--- config.mk ---
export PLATFORM = sky130hd
export DESIGN_NAME = mem_dma
export DESIGN_NICKNAME = d
export VERILOG_FILES = /design/src/rtl/mem_dma.sv
export SDC_FILE = /design/constraint.sdc
export NUM_CORES = 1
export LEC_CHECK = 0
export CORE_ASPECT_RATIO = 0.9
export CORE_MARGIN = 4
export CORE_UTILIZATION = 51
export CTS_CLUSTER_DIAMETER = 150
export CTS_CLUSTER_SIZE = 20
export DETAILED_ROUTE_END_ITERATION = 16
export PLACE_DENSITY = 0.82
export SYNTH_ARGS = -nofsm -noshare
export SYNTH_HDL_FRONTEND = slang
export SYNTH_SLANG_ARGS = --single-unit
--- constraint.sdc ---
create_clock -name clk -period 3.8 [get_ports clk]
set_clock_uncertainty 0.05 [all_clocks]
set_input_delay 0.76 -clock clk [delete_from_list [all_inputs] [get_ports clk]]
set_output_delay 0.76 -clock clk [all_outputs]
set_load 0.02 [all_outputs]
--- src/rtl/mem_dma.sv ---
// mem_dma: memory-to-memory copy engine, one word per READ/WRITE cycle pair.
// Optional constant-fill mode (WRITE-only cycles) is built when MEM_DMA_FILL_EN is defined.
module mem_dma #(
    parameter int ADDR_W = 8,
    parameter int DATA_W = 8
) (
    input  logic              clk,
    input  logic              rst,
    input  logic              start,
    input  logic              abort,
    input  logic [ADDR_W-1:0] src,
    input  logic [ADDR_W-1:0] dst,
    input  logic [ADDR_W-1:0] len,
`ifdef MEM_DMA_FILL_EN
    input  logic              fill,
    input  logic [DATA_W-1:0] fill_val,
`endif
    output logic              busy,
    output logic              done,
    output logic              mem_we,
    output logic [ADDR_W-1:0] mem_addr,
    output logic [DATA_W-1:0] mem_wdata,
    input  logic [DATA_W-1:0] mem_rdata,
    output logic [1:0]        dbg_state_o
);

    // Control protocol: start is a level sampled only in IDLE (no ready
    // back-pressure); abort is sampled at every edge but acts only in READ/WRITE
    // and beats a simultaneous start. done is a single-cycle pulse.
    typedef enum logic [1:0] {
        S_IDLE  = 2'd0,
        S_READ  = 2'd1,
        S_WRITE = 2'd2,
        S_DONE  = 2'd3
    } state_t;

    localparam logic [ADDR_W-1:0] ONE = ADDR_W'(1);

    state_t            state_q, state_d;
    logic [ADDR_W-1:0] src_q, src_d;
    logic [ADDR_W-1:0] dst_q, dst_d;
    logic [ADDR_W-1:0] len_q, len_d;
    logic [ADDR_W-1:0] idx_q, idx_d;
    logic [DATA_W-1:0] buf_q, buf_d;
    logic              use_fill;
    logic              start_fill;
    logic [DATA_W-1:0] fill_word;
    logic [ADDR_W-1:0] idx_inc;

`ifdef MEM_DMA_FILL_EN
    logic              fill_q, fill_d;
    logic [DATA_W-1:0] fill_val_q, fill_val_d;

    assign use_fill   = fill_q;
    assign start_fill = fill;
    assign fill_word  = fill_val_q;

    always_ff @(posedge clk or posedge rst) begin
        if (rst) begin
            fill_q     <= 1'b0;
            fill_val_q <= '0;
        end else begin
            fill_q     <= fill_d;
            fill_val_q <= fill_val_d;
        end
    end

    always_comb begin
        fill_d     = fill_q;
        fill_val_d = fill_val_q;
        if (state_q == S_IDLE && start && !abort) begin
            fill_d     = fill;
            fill_val_d = fill_val;
        end
    end
`else
    assign use_fill   = 1'b0;
    assign start_fill = 1'b0;
    assign fill_word  = '0;
`endif

    assign idx_inc     = idx_q + ONE;
    assign dbg_state_o = state_q;

    always_ff @(posedge clk or posedge rst) begin
        if (rst) begin
            state_q <= S_IDLE;
            src_q   <= '0;
            dst_q   <= '0;
            len_q   <= '0;
            idx_q   <= '0;
            buf_q   <= '0;
        end else begin
            state_q <= state_d;
            src_q   <= src_d;
            dst_q   <= dst_d;
            len_q   <= len_d;
            idx_q   <= idx_d;
            buf_q   <= buf_d;
        end
    end

    always_comb begin
        state_d   = state_q;
        src_d     = src_q;
        dst_d     = dst_q;
        len_d     = len_q;
        idx_d     = idx_q;
        buf_d     = buf_q;
        busy      = 1'b0;
        done      = 1'b0;
        mem_we    = 1'b0;
        mem_addr  = '0;
        mem_wdata = '0;
        case (state_q)
            S_IDLE: begin
                if (start && !abort) begin
                    src_d = src;
                    dst_d = dst;
                    len_d = len;
                    idx_d = '0;
                    if (len == '0)
                        state_d = S_DONE;
                    else if (start_fill)
                        state_d = S_WRITE;
                    else
                        state_d = S_READ;
                end
            end
            S_READ: begin
                busy     = 1'b1;
                mem_addr = src_q + idx_q;
                buf_d    = mem_rdata;
                state_d  = abort ? S_IDLE : S_WRITE;
            end
            S_WRITE: begin
                busy      = 1'b1;
                mem_we    = 1'b1;
                mem_addr  = dst_q + idx_q;
                mem_wdata = use_fill ? fill_word : buf_q;
                idx_d     = idx_inc;
                // The write itself lands at this edge even when abort is sampled.
                if (abort)
                    state_d = S_IDLE;
                else if (idx_inc == len_q)
                    state_d = S_DONE;
                else if (use_fill)
                    state_d = S_WRITE;
                else
                    state_d = S_READ;
            end
            S_DONE: begin
                done    = 1'b1;
                state_d = S_IDLE;
            end
            default: state_d = S_IDLE;
        endcase
    end

endmodule

After elaboration in Yosys (flattened, before gate mapping)
Index checks and enable logic that the tools add are counted.

word-level totals
  word-level logic and storage cells = 35
  input port bits = 36
  register bits after elaboration = 42

operators by class
  add/subtract/negate cells = 3
  muxes and demuxes = 13
  reductions and logical operators = 8
  equality and inequality tests = 5

operators with widths
  cell                 count
  $pmux 8 s2           2
  $add 8x8->8          2
  $mux 8               2
  $mux 2               5
  $add 8x1->8 const B  1
  $eq 8x8->1           1
  $logic_not 8->1      1
  $pmux 2 s4           1
  $eq 2x2->1 const B   2
  $reduce_and 2->1     2
  $mux 1               3
  $eq 2x1->1 const B   1
  $logic_not 2->1      1
  $ne 2x2->1 const B   1
  $reduce_bool 2->1    1
  $reduce_or 2->1      1
  $logic_and 1x1->1    1
  $logic_not 1->1      1

Longest topological paths before layout
Gate-level depths: netlist of the first run.

  word-level depth = 5
  gate-level depth with buffers = 14
  gate-level depth less buffers = 12

Worst setup path before layout of the first run
OpenSTA, ideal clock, no wires.

  path type = register -> output
  from = reg state_q[0], in the netlist dbg_state_o[0]
  to = out mem_addr[6]
  cell stages (with the launch flop) = 15
  arrival = 3.215 ns
  setup slack = -0.225 ns
  required time = 2.990 ns
  path through = dfrtp_1 > inv_1 > ha_1 > clkbuf_8 > clkbuf_1 > mux2_2 > ha_1 > inv_1 > fa_1 > nor2b_1 > o21ai_0 > nand2b_1 > a21o_1 > a21oi_1 > mux2i_1

between the ends
  longest elaborated chain between the ends = 2
  elaborated cells on any way between the ends = 3
  those cells by class = 2 x eq/ne; 1 x mux

RTL lines
  item                                      line  source
  from (decl)                               39    state_t state_q, state_d;
  from (signal assigned)                    94    state_q <= state_d;
  $eq 2x2->1 or $eq 2x1->1 (tied branches)  115   case (state_q)
  $pmux 8 s2 (*)                            115
  to (decl)                                 21    output logic [ADDR_W-1:0] mem_addr,

Every way passes the cells marked *; elsewhere a longest branch is shown, timed or not.

Worst setup path after layout of the first run
Ends and elaborated chain as after synthesis.

==> impl_metrics.ini, run 1 <==
[final_layout]
finalNetCount = 340
drive_gt1_frac = 0.2509
syn2layout_area_growth_pct = 30.09
n_fill_cell = 349
multi_input_area_mm2 = 0.001400
seqCellArea_mm2 = 0.001051
antennaDiodeCount = 0
design_area_mm2 = 0.003299

[placement]
io_buffers = 56
gp_routability_congestion = 0.7766
post_dp_cell_area_mm2 = 0.003171
dp_hpwl_um = 4087

[power_and_ir_drop]
power.leakage_nw = 1.443
ir_drop_uv = 433.6
p_per_area_mw_per_mm2 = 711.5

[routing]
wl_um = 5279
via_count = 1923
routedWlPerCell_um = 14.83
drt-initial-drc-count = 96
via_per_inst = 5.402
drtPass1Iterations = 4
ant_nets = 0
drcViolationCount = 0

[synthesis]
async_flop_share = 1.000
post_synth_xor_area_fraction = 0.04489
ys_types = 48
synth_top_area_share = 0.4144
syn-instance-count = 228
synth-compound-area-share = 0.09373
yosys.area_share.simple = 0.1470
syn_avg_cell_area_um2 = 11.12
yosys-top-cells-area = dfrtp_1 (41%), mux2_2 (17%), ha_1 (6.4%)
yosysTopAreaCell = dfrtp_1
ys_seq_area_frac = 0.4144
synth_fa_ha_area_frac = 0.07203
synthMuxAreaShare = 0.1811
synth_fp_nets = 278
synth_ff_type = dfrtp_1
synth_area_mm2 = 0.002536
synth_top_family_by_area = multiplexers
synth_edf_count = 0
ys_ff_latch = 42
ys_warn_count = 0

[critical_path]
crit_cells = 13
crit_chain = inv_1 > ha_4 > mux2_2 > ha_1 > inv_1 > fa_1 > nor2b_1 > o21ai_1 > nand2b_1 > a21o_1 > a21oi_2 > mux2i_2 > buf_4
slowest_stage = dfrtp_1
critPathLaunchType = flop
crit_top_cell = inv_1
required_ps = 2990
crit_arrival_ps = 2800
reg2reg_depth = 8
crit_buf_inv = 3
worstSetupPathType = flop to primary output
critPathMaxFanout = 5
cp_top_family = adder cells
crit_path_end_kind = primary output
cp_slowest_stage_delay_ps = 380

[floorplanning]
die_h_um = 74.90
die-area_mm2 = 0.006167
placementRows = 24
die_x_um = 82.34
core_mm2 = 0.004835
ios = 57
initial_core_util = 0.5246

[clocking]
postCtsSetupRepairBufs = 0
ctsHoldBuffers = 0
clockRootBuffer = clkbuf_8
clk_pin_slew_ps = 80
clock_path_buffers = 2
clock_latency_ps = 300
cts.sinks = 42
htree_num_levels = 2
cts_tree = done
cts_buffers = 5

[global_route]
globalRouteTotalUtil = 0.1916
grtUsageMet2 = 0.3185
antenna_found_initial = 0
grt_pass1_vias = 1989
grt.busiest_layer = met2
grt_pass1_wl_um = 8894
use_met1 = 0.2341
gr-total-overflow = 0
grt_max_degree = 20
grt_use_met3 = 0.05861

[timing]
max_freq_mhz = 276.8
fin_crit_ps = 3613
worst_slew_pin_slew_ps = 572.2
slew_viol_final = 0
relSlewSlack = 0.6160
tns_ps = 0
hold_viol = 0
post-route-period-util = 0.9509
setup_viol_count_final = 0

[min_path]
hold_depth = 1
hold_class = flop to flop

[flow_run]
max_cap_violations = 0

[outcome]
outcome = finished clean
==> cell type report <==
cell class / count / area share
Timing Repair Buffer: 65 / 0.1870
Tap cell: 65 / 0.02465
Clock inverter: 3 / 0.01327
Sequential cell: 42 / 0.3185
Clock buffer: 5 / 0.02086
Inverter: 10 / 0.01138
Multi-Input combinational cell: 166 / 0.4243
==> layer usage <==
| metal | wire length [µm] | share of wire | vias up |
|---|---|---|---|
| met5 | 0 | 0 | - |
| met4 | 100 | 0.019 | 0 |
| met3 | 367 | 0.070 | 10 |
| met2 | 2591 | 0.49 | 55 |
| met1 | 2219 | 0.42 | 928 |
| li1 | - | - | 930 |
==> final timing paths <==
check / slack [ps] / from / endpoint
max in group asynchronous: 2300 / rst / len_q[4]$_DFFE_PP0P_
hold reg to reg: 450 / buf_q[1]$_DFFE_PP0N_ / buf_q[1]$_DFFE_PP0N_
setup reg to reg: 1510 / idx_q[0]$_DFFE_PP0P_ / dbg_state_o[1]$_DFFE_PP0P_
min in group asynchronous: 740 / rst / idx_q[0]$_DFFE_PP0P_
setup / recovery: 190 / dbg_state_o[0]$_DFFE_PP0P_ / mem_addr[6]
hold / removal: 450 / buf_q[1]$_DFFE_PP0N_ / buf_q[1]$_DFFE_PP0N_
==> state kept, by name, indices dropped and copies added, names as in the netlist <==
signal       cells
dst_q            8
idx_q            8
buf_q            8
src_q            8
dbg_state_o      2
len_q            8
==> synth_stat cells (all sizes together), types with 2 or more instances <==
library cell	n
nand3	5
nor3	7
and2b	2
o31ai	2
xor2	4
nand2	11
a22o	3
buf	3
o21ai	10
dfrtp	42
and2	15
mux2i	2
nor2	2
nor2b	4
xnor2	9
ha	13
nand4	3
nand2b	3
clkbuf	7
nor4	2
inv	10
a21o	4
mux2	39
a21oi	12
==> cell usage in the layout, fill, tap and decap left out, drive strengths merged, types with 2 or more instances in the layout <==
cell type      Yosys  layout
a21o               4       4
a21oi             12      12
a22o               3       3
and2              15      15
and2b              2       2
buf                3      11
clkbuf             7       6
clkdlybuf4s50      0      51
dfrtp             42      42
ha                13      13
inv               10      11
mux2              39      39
mux2i              2       2
nand2             11      11
nand2b             3       3
nand3              5       5
nand4              3       3
nor2               2       2
nor2b              4       4
nor3               7       7
nor4               2       2
o21ai             10      10
o31ai              2       2
xnor2              9       9
xor2               4       4
==> logic make-up (layout without fill, tap and decap cells) <==
group / Yosys count / count (layout)
flops: 42 / 42
mux: 41 / 41
simple gates: 60 / 60
fa+ha+maj: 14 / 14
compound gates: 38 / 38
xor+xnor: 13 / 13
buf+inv: 20 / 83
==> what timing repair did <==
action | in CTS | in global routing
setup endpoints to repair | 4 | 4
pin swaps | 0 | 0
gates resized for setup | 10 | 10
==> report_power, final <==
group / total (W) / internal, W / switching (W)
sequential: 0.000751 / 0.000639 / 0.000112
clock: 0.000360 / 0.000197 / 0.000163
combinational: 0.00124 / 0.000643 / 0.000593
total: 0.00235 / 0.00148 / 0.000868
==> stage by stage <==
step                worst slack, ps  total power (W)    util  hold WS [ps]  std cells
finish                        186.7         0.002347  0.6825         454.9        356
global route                -0.4790         0.002528  0.6825         470.8        356
CTS                           63.06         0.002364  0.6786         458.3        356
detailed placement           -26.09         0.002017  0.6558         439.2        348
global placement              41.32         0.001967  0.6558         431.8        348
floorplan                     16.34         0.001589       -         422.0        228
(Power assumes the default switching activity.)
==> run 2, diff against run 1 <==
--- a/config.mk
+++ b/config.mk
@@ -7,11 +7,12 @@
 export LEC_CHECK = 0
 export CORE_ASPECT_RATIO = 0.9
 export CORE_MARGIN = 4
-export CORE_UTILIZATION = 51
+export CORE_UTILIZATION = 40
 export CTS_CLUSTER_DIAMETER = 150
 export CTS_CLUSTER_SIZE = 20
 export DETAILED_ROUTE_END_ITERATION = 16
-export PLACE_DENSITY = 0.82
+export HOLD_SLACK_MARGIN = 0.12
+export PLACE_DENSITY = 0.67
 export SYNTH_ARGS = -nofsm -noshare
 export SYNTH_HDL_FRONTEND = slang
 export SYNTH_SLANG_ARGS = --single-unit
==> run 2 against run 1 <==
  * Cell area decreased by 0.23%
  * Sequential power up 0.5%
  * Combinational power about the same
  * Total power down 3.7%
  * Maximum frequency barely moved
  * First-iteration DRC count is 33% lower
  * Setup slack lost 2.1 ps
  * Sequential share of layout area is 0.073 points higher
  * Critical endpoint is now mem_addr[7]
  * Largest cell class unchanged
==> impl_metrics.ini, run 2 (synthesis gave the netlist of run 1 again) <==
[clocking]
cts_buffers = 5
clock_latency_ps = 290
clk_pin_slew_ps = 70
cts_tree = done
postCtsSetupRepairBufs = 0
clockRootBuffer = clkbuf_8
clock_path_buffers = 2
htree_num_levels = 2
ctsHoldBuffers = 0
cts.sinks = 42

[critical_path]
critPathLaunchType = flop
worstSetupPathType = flop to primary output
required_ps = 2990
crit_buf_inv = 2
crit_path_end_kind = primary output
cp_slowest_stage_delay_ps = 380
slowest_stage = dfrtp_1
crit_chain = inv_1 > ha_4 > mux2_2 > ha_1 > a21o_1 > a21oi_1 > o21bai_1 > nor4_2 > or3_1 > a21boi_1 > buf_2
crit_arrival_ps = 2810
r2r_setup_slack_ps = 1520
cp_top_family = compound AO/OA/AOI/OAI gates
critPathMaxFanout = 6

[global_route]
grt_pass1_wl_um = 9239
globalRouteTotalUtil = 0.1506
grt_max_degree = 28
grt_pass1_vias = 1911
antenna_found_initial = 0
gr-total-overflow = 0

[final_layout]
layout_commonest_cell = clkdlybuf4s50_1
drive_gt1_frac = 0.2371
layout_common_cells = clkdlybuf4s50_1 (51), dfrtp_1 (42), mux2_2 (39)
fin_util = 0.5354
finalNetCount = 341
antennaDiodeCount = 0
syn2layout_area_growth_pct = 29.80
n_fill_cell = 576

[routing]
routedWlPerCell_um = 14.37
via_per_inst = 4.905
wl_um = 5431
drcViolationCount = 0
drt-initial-drc-count = 64
ant_nets = 0
drtPass1Iterations = 4
via_count = 1854

[timing]
rsz0062_at_grt = false
max_freq_mhz = 276.6
whs_ps = 448.2
fin_crit_ps = 3615
slew_viol_final = 0
hold_viol = 0
worst_slew_pin_slew_ps = 671.1
relSlewSlack = 0.5496
setup_viol_count_final = 0
post-route-period-util = 0.9514

[power_and_ir_drop]
power.leakage_nw = 1.419
p_per_area_mw_per_mm2 = 686.7
ir_drop_uv = 291.8

[min_path]
hold_class = flop to flop

[placement]
gp_routability_congestion = 0.8100
dp_hpwl_um = 4178
io_buffers = 56

[floorplanning]
die-area_mm2 = 0.007680
core_mm2 = 0.006148
die_h_um = 83.54
initial_core_util = 0.4125
placementRows = 27
die_x_um = 91.94
ios = 57

[flow_run]
max_cap_violations = 0

[outcome]
outcome = finished clean
[run 2: cell types whose count changed in the layout (fill, tap and decap cells not counted)]
| cell | delta |
|---|---|
| buf_4 | +1 |
| o21bai_2 | -1 |
| a21oi_2 | -1 |
| clkinv_2 | -1 |
| dlygate4sd2_1 | -1 |
| clkdlybuf4s15_1 | +1 |
| a21oi_1 | +1 |
| inv_6 | -1 |
| o21bai_1 | +1 |
| bufinv_16 | -1 |
| clkbuf_1 | +2 |
[run 2: path summary, 6_finish.rpt]
check	cells past startpoint	endpoint	from
worst max-delay path	11	mem_addr[7]	dbg_state_o[0]$_DFFE_PP0P_
worst min-delay path	1	buf_q[7]$_DFFE_PP0N_	buf_q[7]$_DFFE_PP0N_
worst max register to register	7	dbg_state_o[1]$_DFFE_PP0P_	idx_q[0]$_DFFE_PP0P_
worst min register to register	1	buf_q[7]$_DFFE_PP0N_	buf_q[7]$_DFFE_PP0N_
max in group asynchronous	3	len_q[7]$_DFFE_PP0P_	rst
min in group asynchronous	2	src_q[3]$_DFFE_PP0P_	rst
[run 2: worst register-to-register path, cell delays in order, from the launching register on]
cell and delay, ps:
dfrtp_1 510, ha_1 300, nand3_2 180, or2_1 290
o32ai_1 140, a21oi_1 110, or4b_1 480, a31oi_1 140
[run 2: power breakdown]
group          leakage, nW  internal, W  switching (W)
sequential           0.514     0.000639       0.000117
combinational        0.867     0.000647       0.000589
clock               0.0383     0.000127       0.000143
[run 2: per-layer routing]
metal,global-route usage,share of wire
met1,0.1966,0.48
met2,0.2460,0.47
met3,0.03427,0.036
met4,0.04993,0.013
met5,0,0
[run 2: final cells by class]
cell class                 instances  area, µm²  share of cell area
multi-input combinational        166       1393              0.4230
sequential                        42       1051              0.3193
timing repair buffer              66      625.6              0.1900
tap                               87      108.9             0.03307
clock buffer                       7      76.32             0.02319
inverter                          10      37.54             0.01140
[run 2: timing repair]
action	CTS	global route
endpoints found under the setup margin	4	5
pin swaps	0	2
endpoints found under the hold margin	0	0
gates resized for setup	10	9
[run 2: metrics by stage]
stage	setup slack, ps	instance area, µm²	cells	total power [W]	TNS (ps)
global placement	31.92	3206	371	0.002004	0
floorplan	16.34	2544	228	0.001589	0
CTS	76.59	3286	378	0.002286	0
detailed placement	-67.29	3206	371	0.002025	-67.29
global route	4.837	3292	378	0.002441	0
finish	184.5	3292	378	0.002260	0
==> run 3, diff against run 2 <==
--- a/config.mk
+++ b/config.mk
@@ -12,6 +12,7 @@
 export CTS_CLUSTER_SIZE = 20
 export DETAILED_ROUTE_END_ITERATION = 16
 export HOLD_SLACK_MARGIN = 0.12
+export MAX_ROUTING_LAYER = met4
 export PLACE_DENSITY = 0.67
 export SYNTH_ARGS = -nofsm -noshare
 export SYNTH_HDL_FRONTEND = slang
==> run 3 against run 2 <==
  * Setup slack lost 0.84 ps
  * Clock power is essentially flat
  * Wire length is essentially flat
  * Maximum frequency is essentially flat
  * Cell area is the same
  * Register-to-register slack is essentially flat
  * Total power is essentially flat
  * Utilization is the same
  * Global-route usage grew 0.44 points
  * Die area is the same
  * Sequential power is essentially flat
  * Sequential share of layout area is the same
  * Critical path type unchanged
  * Critical endpoint unchanged
  * Largest power group unchanged
==> impl_metrics.ini, run 3 (synthesis gave the netlist of run 1 again) <==
[outcome]
outcome = finished clean

[routing]
ant_nets = 0
via_count = 1849
drtPass1Iterations = 4
drcViolationCount = 0
wl_um = 5432
routedWlPerCell_um = 14.37
via_per_inst = 4.892
drt-initial-drc-count = 66

[clocking]
cts.sinks = 42
postCtsSetupRepairBufs = 0
clk_pin_slew_ps = 70
clockRootBuffer = clkbuf_8
cts_tree = done
clock_latency_ps = 300
htree_num_levels = 2
clock_path_buffers = 2
cts_buffers = 5

[final_layout]
n_fill_cell = 576
antennaDiodeCount = 0
design_area_mm2 = 0.003292
multi_input_area_mm2 = 0.001393
layout_commonest_cell = clkdlybuf4s50_1
syn2layout_area_growth_pct = 29.80
finalNetCount = 341
seqCellArea_mm2 = 0.001051
layout_common_cells = clkdlybuf4s50_1 (51), dfrtp_1 (42), mux2_2 (39)
drive_gt1_frac = 0.2371

[critical_path]
crit_path_end_kind = primary output
critPathMaxFanout = 6
reg2reg_to = dbg_state_o[1]$_DFFE_PP0P_
crit_arrival_ps = 2810
worstSetupPathType = flop to primary output
reg2reg_depth = 7
critPathLaunchType = flop
regToRegStartpoint = idx_q[0]$_DFFE_PP0P_
r2r_setup_slack_ps = 1520
required_ps = 2990

[power_and_ir_drop]
intPower_w = 0.001412
power.share.combinational = 0.547
p_sw_w = 0.0008486
power_frac_clock = 0.119
power.leakage_nw = 1.419
swShare = 0.3753
p_per_area_mw_per_mm2 = 686.8
ir_drop_uv = 293.2
power_frac_seq = 0.334

[placement]
post_dp_cell_area_mm2 = 0.003206
dp_slack_ps = -67.29
io_buffers = 56
gp_routability_congestion = 0.8219
dp_hpwl_um = 4178

[timing]
fin_crit_ps = 3616
worst_slack_ps = 183.7
worst_slew_pin_slew_ps = 683.0
whs_ps = 448.2
post-route-period-util = 0.9517
relSlewSlack = 0.5416
setup_viol_count_final = 0
hold_viol = 0
slew_viol_final = 0
max_freq_mhz = 276.5

[min_path]
hold_class = flop to flop
hold_start = buf_q[7]$_DFFE_PP0N_
hold_depth = 1
min_delay_worst_endpoint = buf_q[7]$_DFFE_PP0N_

[global_route]
globalRouteTotalUtil = 0.1550
grt_max_degree = 28
antenna_found_initial = 0
gr-total-overflow = 0
grt_pass1_vias = 1908
grt_pass1_wl_um = 9246

[floorplanning]
die-area_mm2 = 0.007680
core_mm2 = 0.006148
die_h_um = 83.54
ios = 57
die_x_um = 91.94
initial_core_util = 0.4125
placementRows = 27

[flow_run]
max_cap_violations = 0
[run 3: worst max path at each step]
stage,from,end,depth (start not counted)
floorplan,dbg_state_o[0]$_DFFE_PP0P_,mem_addr[6],14
global placement,dbg_state_o[0]$_DFFE_PP0P_,mem_addr[6],13
detailed placement,dbg_state_o[0]$_DFFE_PP0P_,mem_addr[6],13
CTS,dbg_state_o[0]$_DFFE_PP0P_,mem_addr[7],11
global route,dbg_state_o[0]$_DFFE_PP0P_,mem_addr[6],13
finish,dbg_state_o[0]$_DFFE_PP0P_,mem_addr[7],11
[run 3: through the flow]
stage          utilization  total power (W)  instances  TNS, ps
2_1_floorplan            -         0.001589        228        0
3_3_place_gp        0.5214         0.002004        371        0
3_5_place_dp        0.5214         0.002025        371   -67.29
4_1_cts             0.5344         0.002286        378        0
5_1_grt             0.5354         0.002443        378  -0.1996
6_report            0.5354         0.002261        378        0
[run 3: critical path: stages (launching register included)]
cell and delay (ps):
dfrtp_1 380, inv_1 110, ha_4 200, mux2_2 350, ha_1 270, a21o_1 110
a21oi_1 90, o21bai_1 240, nor4_2 70, or3_1 340, a21boi_1 160, buf_2 180
[run 3: final cells by class]
type	count	area share
repair buffers	66	0.1900
well taps	87	0.03307
multi-input cells	166	0.4230
inverters	10	0.01140
clock buffers	7	0.02319
flip-flops and latches	42	0.3193
[run 3: metal layers]
layer	wire length [µm]	GRT usage	vias to the layer above
li1	-	-	928
met1	2610	0.1989	885
met2	2556	0.2454	29
met3	202	0.04058	7
met4	61	0.03779	0
met5	0	-	-
[run 3: timing repair]
| action | 4_1_cts | 5_1_grt |
|---|---|---|
| hold buffers | 0 | 0 |
| pin swaps | 0 | 2 |
| gates cloned | 0 | 0 |
| gates resized for setup | 10 | 9 |
| endpoints found under the setup margin | 4 | 5 |
[run 3: power groups by stage]
stage / clock, W / sequential [W] / combinational [W]
2_1_floorplan: 0 / 0.000744 / 0.000845
3_3_place_gp: 0 / 0.000763 / 0.00124
3_5_place_dp: 0 / 0.000766 / 0.00126
4_1_cts: 0.000280 / 0.000757 / 0.00125
5_1_grt: 0.000303 / 0.000783 / 0.00136
6_report: 0.000269 / 0.000755 / 0.00124
